$ cat config.mk
export PLATFORM = sky130hd
export DESIGN_NAME = fft_frame_loader
export DESIGN_NICKNAME = d
export VERILOG_FILES = /design/src/rtl/fft_frame_loader.sv
export SDC_FILE = /design/constraint.sdc
export NUM_CORES = 1
export LEC_CHECK = 0
export CAP_MARGIN = 20
export CORE_MARGIN = 2
export CORE_UTILIZATION = 40
export DETAILED_ROUTE_END_ITERATION = 6
export GPL_TIMING_DRIVEN = 0
export HOLD_SLACK_MARGIN = 0.02
export PLACE_DENSITY = 0.63
export SETUP_SLACK_MARGIN = 0.15
export SLEW_MARGIN = 5
export SYNTH_ARGS = -nofsm -noshare
export SYNTH_HDL_FRONTEND = slang
export SYNTH_SLANG_ARGS = --single-unit
$ cat constraint.sdc
create_clock -name clk_i -period 4.3 [get_ports clk_i]
set_clock_uncertainty 0.2 [all_clocks]
set_input_delay 0.43 -clock clk_i [delete_from_list [all_inputs] [get_ports clk_i]]
set_output_delay 0.43 -clock clk_i [all_outputs]
set_load 0.01 [all_outputs]
$ cat src/rtl/fft_frame_loader.sv
// Ping-pong frame loader in front of the FFT core.
// Collects POINT_FFT complex samples from a valid/ready stream into one of two
// banks and presents a completed bank as a parallel frame in natural order.
// While one frame waits to be consumed, the other bank keeps filling.
//
// Ports:
//   clk_i          clock, all logic on the rising edge
//   rst_i          synchronous active-high reset
//   s_valid_i      input sample valid
//   s_ready_o      loader can accept a sample this cycle
//   s_sof_i        start-of-frame marker, qualified by s_valid_i
//   s_data_i       sample, [0] = real, [1] = imag
//   frame_valid_o  complete frame held on frame_o
//   frame_ready_i  downstream consumes the frame this cycle
//   frame_o        frame, element k = k-th accepted sample of the frame
//   drop_o         one-cycle pulse when a partial frame is discarded by SOF
module fft_frame_loader #(
  parameter int unsigned POINT_FFT_POW2 = 4,
  parameter int unsigned FRAC_BITS      = 15,
  localparam int unsigned POINT_FFT     = 1 << POINT_FFT_POW2
) (
  input  logic                                         clk_i,
  input  logic                                         rst_i,
  input  logic                                         s_valid_i,
  output logic                                         s_ready_o,
  input  logic                                         s_sof_i,
  input  logic signed [1:0][FRAC_BITS:0]               s_data_i,
  output logic                                         frame_valid_o,
  input  logic                                         frame_ready_i,
  output logic signed [POINT_FFT-1:0][1:0][FRAC_BITS:0] frame_o,
  output logic                                         drop_o
);

  localparam int unsigned IDX_W = POINT_FFT_POW2;
  localparam logic [IDX_W-1:0] LAST_IDX = IDX_W'(POINT_FFT - 1);

  // Sample storage; contents are deliberately not reset.
  logic [1:0][FRAC_BITS:0] bank_mem [2][POINT_FFT];

  // Control state
  logic [1:0]       bank_full;
  logic             wr_bank;
  logic             rd_bank;
  logic [IDX_W-1:0] wr_idx;
  logic             drop_q;

  // Next-state values
  logic [1:0]       bank_full_n;
  logic             wr_bank_n;
  logic             rd_bank_n;
  logic [IDX_W-1:0] wr_idx_n;
  logic             drop_n;

  // Per-cycle events
  logic             accept;
  logic             resync;
  logic             consume;
  logic [IDX_W-1:0] wr_addr;

  // Ready depends on registers (and reset) only, never on s_valid_i.
  assign s_ready_o     = !rst_i && !bank_full[wr_bank];
  assign frame_valid_o = bank_full[rd_bank];
  assign drop_o        = drop_q;

  assign accept  = s_valid_i && s_ready_o;
  assign consume = frame_valid_o && frame_ready_i;
  // SOF on a fresh frame (wr_idx == 0) is the normal case, not a resync.
  assign resync  = accept && s_sof_i && (wr_idx != '0);
  assign wr_addr = resync ? '0 : wr_idx;

  // Next-state logic; consume and last-sample write always target
  // different banks because a full bank is never written.
  always_comb begin
    bank_full_n = bank_full;
    wr_bank_n   = wr_bank;
    rd_bank_n   = rd_bank;
    wr_idx_n    = wr_idx;
    drop_n      = 1'b0;

    if (consume) begin
      bank_full_n[rd_bank] = 1'b0;
      rd_bank_n            = ~rd_bank;
    end

    if (accept) begin
      if (resync) begin
        wr_idx_n = IDX_W'(1);
        drop_n   = 1'b1;
      end else if (wr_idx == LAST_IDX) begin
        bank_full_n[wr_bank] = 1'b1;
        wr_bank_n            = ~wr_bank;
        wr_idx_n             = '0;
      end else begin
        wr_idx_n = IDX_W'(wr_idx + 1'b1);
      end
    end
  end

  // Control state register
  always_ff @(posedge clk_i) begin
    if (rst_i) begin
      bank_full <= '0;
      wr_bank   <= 1'b0;
      rd_bank   <= 1'b0;
      wr_idx    <= '0;
      drop_q    <= 1'b0;
    end else begin
      bank_full <= bank_full_n;
      wr_bank   <= wr_bank_n;
      rd_bank   <= rd_bank_n;
      wr_idx    <= wr_idx_n;
      drop_q    <= drop_n;
    end
  end

  // Sample write port
  always_ff @(posedge clk_i) begin
    if (accept) begin
      bank_mem[wr_bank][wr_addr] <= s_data_i;
    end
  end

  // Parallel read of the presented bank; stable while it is full.
  always_comb begin
    for (int k = 0; k < POINT_FFT; k++) begin
      frame_o[k] = bank_mem[rd_bank][k];
    end
  end

endmodule

==> summary.md <==
| Metric | Value |
|---|---|
| Status | complete, no violations |
| Mapped Area | 0.03765 mm^2 |
| Starting Density | 40.34% |
| FILL cells | 7305 |
| First-pass GRT wire length | 144.6 mm |
| Synth Warn # | 0 |
| Layout cells sized above 1 | 33.92% |
| Average cell area after synthesis | 22.07 um^2 |
| Storage element area | 0.03095 mm^2 |
| Post-synthesis sequential area ratio | 82.21% |
| Max H-tree Level | 3 |
| Clk sinks | 1034 |
| CP Max Fanout | 10 |
| Clock root cell | clkbuf_16 |
| Initial antenna violation count | 11 |
| Final slew viol count | 0 |
| WP data arrival | 3.09 ns |
| Final ANT Viol Nets | 0 |
| Post-CTS setup buffers | 0 |
| GRT Util Overall | 21.13% |
| PD cells | 413.6 mW/mm^2 |
| Post-synth EDFFs | 1024 |
| Latest clock arrival within the worst-skew pair | 0.68 ns |
| Worst slew margin | 40.54% |
| Clock Path Buffers | 3 |
| Peak Freq | 268.7 MHz |
| Vias in the first global route | 19.73k |
| Total die area | 0.09658 mm^2 |
| Syn nets | 1745 |
| Mapped Cells | 1706 |
| Clock-pin slew on the worst setup and hold paths | 0.06 ns |
| Ys flop type | edfxtp_1 |
| Initial drt markers | 1690 |
| Largest net degree at the start of global routing | 33 |
| Fin. Hold Viols | 0 |
| Crit share post-route | 86.55% |
| Layout area overhead | 31.95% |
| Via density | 5.030 |
| VDD IR max | 573.9 uV |
| Die width | 310.8 um |
| DIE HEIGHT | 310.8 um |
| CP Launch Type | flop |
| WHS | 0.05802 ns |
| Asr flop ratio synth | 0% |
| Worst hold path class | input pin to flop |
| Worst slew pin tran | 0.8919 ns |
| Port buffer count | 551 |
| Core ar. | 0.09333 mm^2 |
| Core Rows | 112 |
| Worst setup slack after placement | 0.6998 ns |
| WP data required | 3.67 ns |
| Max Cap Violations | 0 |
| TritonCTS clock tree | yes |
| CP Capture Type | primary output |
| WL per Instance | 27.53 um |
| Drt total wl | 104.1 mm |
| DRC Markers | 0 |
| Grt total ovfl | 0 |
| Unique masters post-synth | 36 |
| Post-DP HPWL | 73.09 mm |
| GPL Wtd Cong | 0.8041 |
| Most frequent cells in the layout | edfxtp_1 (1024), clkdlybuf4s50_1 (519), mux2_2 (514) |
| Lkg Pwr | 16.10 nW |
| Crit path kind | flop to primary output |
| Vias | 19.03k |
| Multi-input logic area | 0.006605 mm^2 |
| Final worst path period need | 3.722 ns |
| Finished Core Util | 53.23% |
| Worst setup slack after layout | 0.5784 ns |
| Unrepaired setup endpoints after global routing | no |
| Io pins | 552 |
| Register bit total from synthesis | 1034 |
| Drt pass-1 iters | 5 |
| Final-report setup violation count | 0 |
| CTS Buf Count | 104 |
| Commonest non-fill, non-tap cell in the layout | edfxtp_1 |
| Nets@finish | 2473 |
==> power by group <==
group | internal [W] | switching, W
logic | 0.000145 | 0.000353
registers | 0.0111 | 0.00000691
clock network | 0.00521 | 0.00373
==> registers in the layout, summed over array words and instances (netlist names), named ones only <==
name	cells
wr_bank	1
wr_idx	4
bank_full	2
bank_mem	1024
drop_o	1
rd_bank	1
==> layout make-up <==
type	count	area share, %
inverters	6	0.04534
diodes	8	0.04030
multi-input cells	603	13.30
flip-flops and latches	1034	62.30
clock inverters	66	1.343
clock buffers	127	5.456
repair buffers	622	13.73
well taps	1254	3.159
plain buffers	63	0.6272
==> per-layer routing <==
layer	GRT usage (%)	vias up	share of wire, %
li1	-	8290	-
met1	26.15	9917	39
met2	35.74	683	50
met3	6.485	137	8.1
met4	6.126	2	2.6
met5	0	-	0.012
==> path summary, 6_finish.rpt <==
check / startpoint / to / slack (ns) / cells past startpoint
worst max-delay path: flop / frame_o[191] / 0.58 / 5
worst min-delay path: s_data_i[12] / bank_mem[1][332]$_DFFE_PP_ / 0.06 / 1
worst max register to register: wr_idx[0]$_SDFFE_PP0N_ / bank_mem[1][469]$_DFFE_PP_ / 1.17 / 7
worst min register to register: bank_full[0]$_SDFF_PP0_ / bank_full[0]$_SDFF_PP0_ / 0.40 / 2
==> cell families (layout without fill, tap and decap cells) <==
kind of cell,after synthesis,in the layout,share of synthesized area (%)
and+or+nand+nor,63,63,0.8409
buffers and inverters,69,884,0.8840
other,0,8,0
muxes,516,516,15.46
DFF,1034,1034,82.21
AOI/OAI and AO/OA,22,22,0.5351
adders and majority gates,2,2,0.06646
==> what timing repair did <==
| item | CTS | global route |
|---|---|---|
| gates resized for setup | 1 | 0 |
| hold buffers | 10 | 0 |
| endpoints found under the hold margin | 98 | 0 |
| setup endpoints to repair | 181 | 0 |
==> worst max-delay path, stage by stage (launching register included) <==
cell and delay, ns:
dfxtp_1 0.31, clkbuf_2 0.34, buf_2 0.38, buf_2 0.38
mux2_2 0.39, clkdlybuf4s50_1 0.60
==> cell usage after synthesis (all sizes together), types with 3 or more instances <==
master	instances	area share [%]
dfxtp	10	0.53
nor3b	3	0.090
nor3	5	0.066
buf	59	0.78
inv	6	0.060
o21ai	3	0.040
a21oi	5	0.066
nor2	32	0.32
clkbuf	4	0.040
nor2b	3	0.050
or3	4	0.066
o2111ai	4	0.20
edfxtp	1024	82
mux2	514	15
nand3	8	0.12
==> per-stage QoR <==
| stage | instances | TNS, ns | cell area (um^2) | total power, W |
|---|---|---|---|---|
| floorplan | 1706 | 0 | 37650 | 0.01139 |
| global placement | 3511 | -358.18 | 44740 | 0.01176 |
| detailed placement | 3572 | 0 | 46180 | 0.01182 |
| CTS | 3775 | 0 | 49660 | 0.02073 |
| global route | 3775 | 0 | 49660 | 0.02111 |
| finish | 3783 | 0 | 49680 | 0.02054 |
Power figures use the tool's default switching activity.
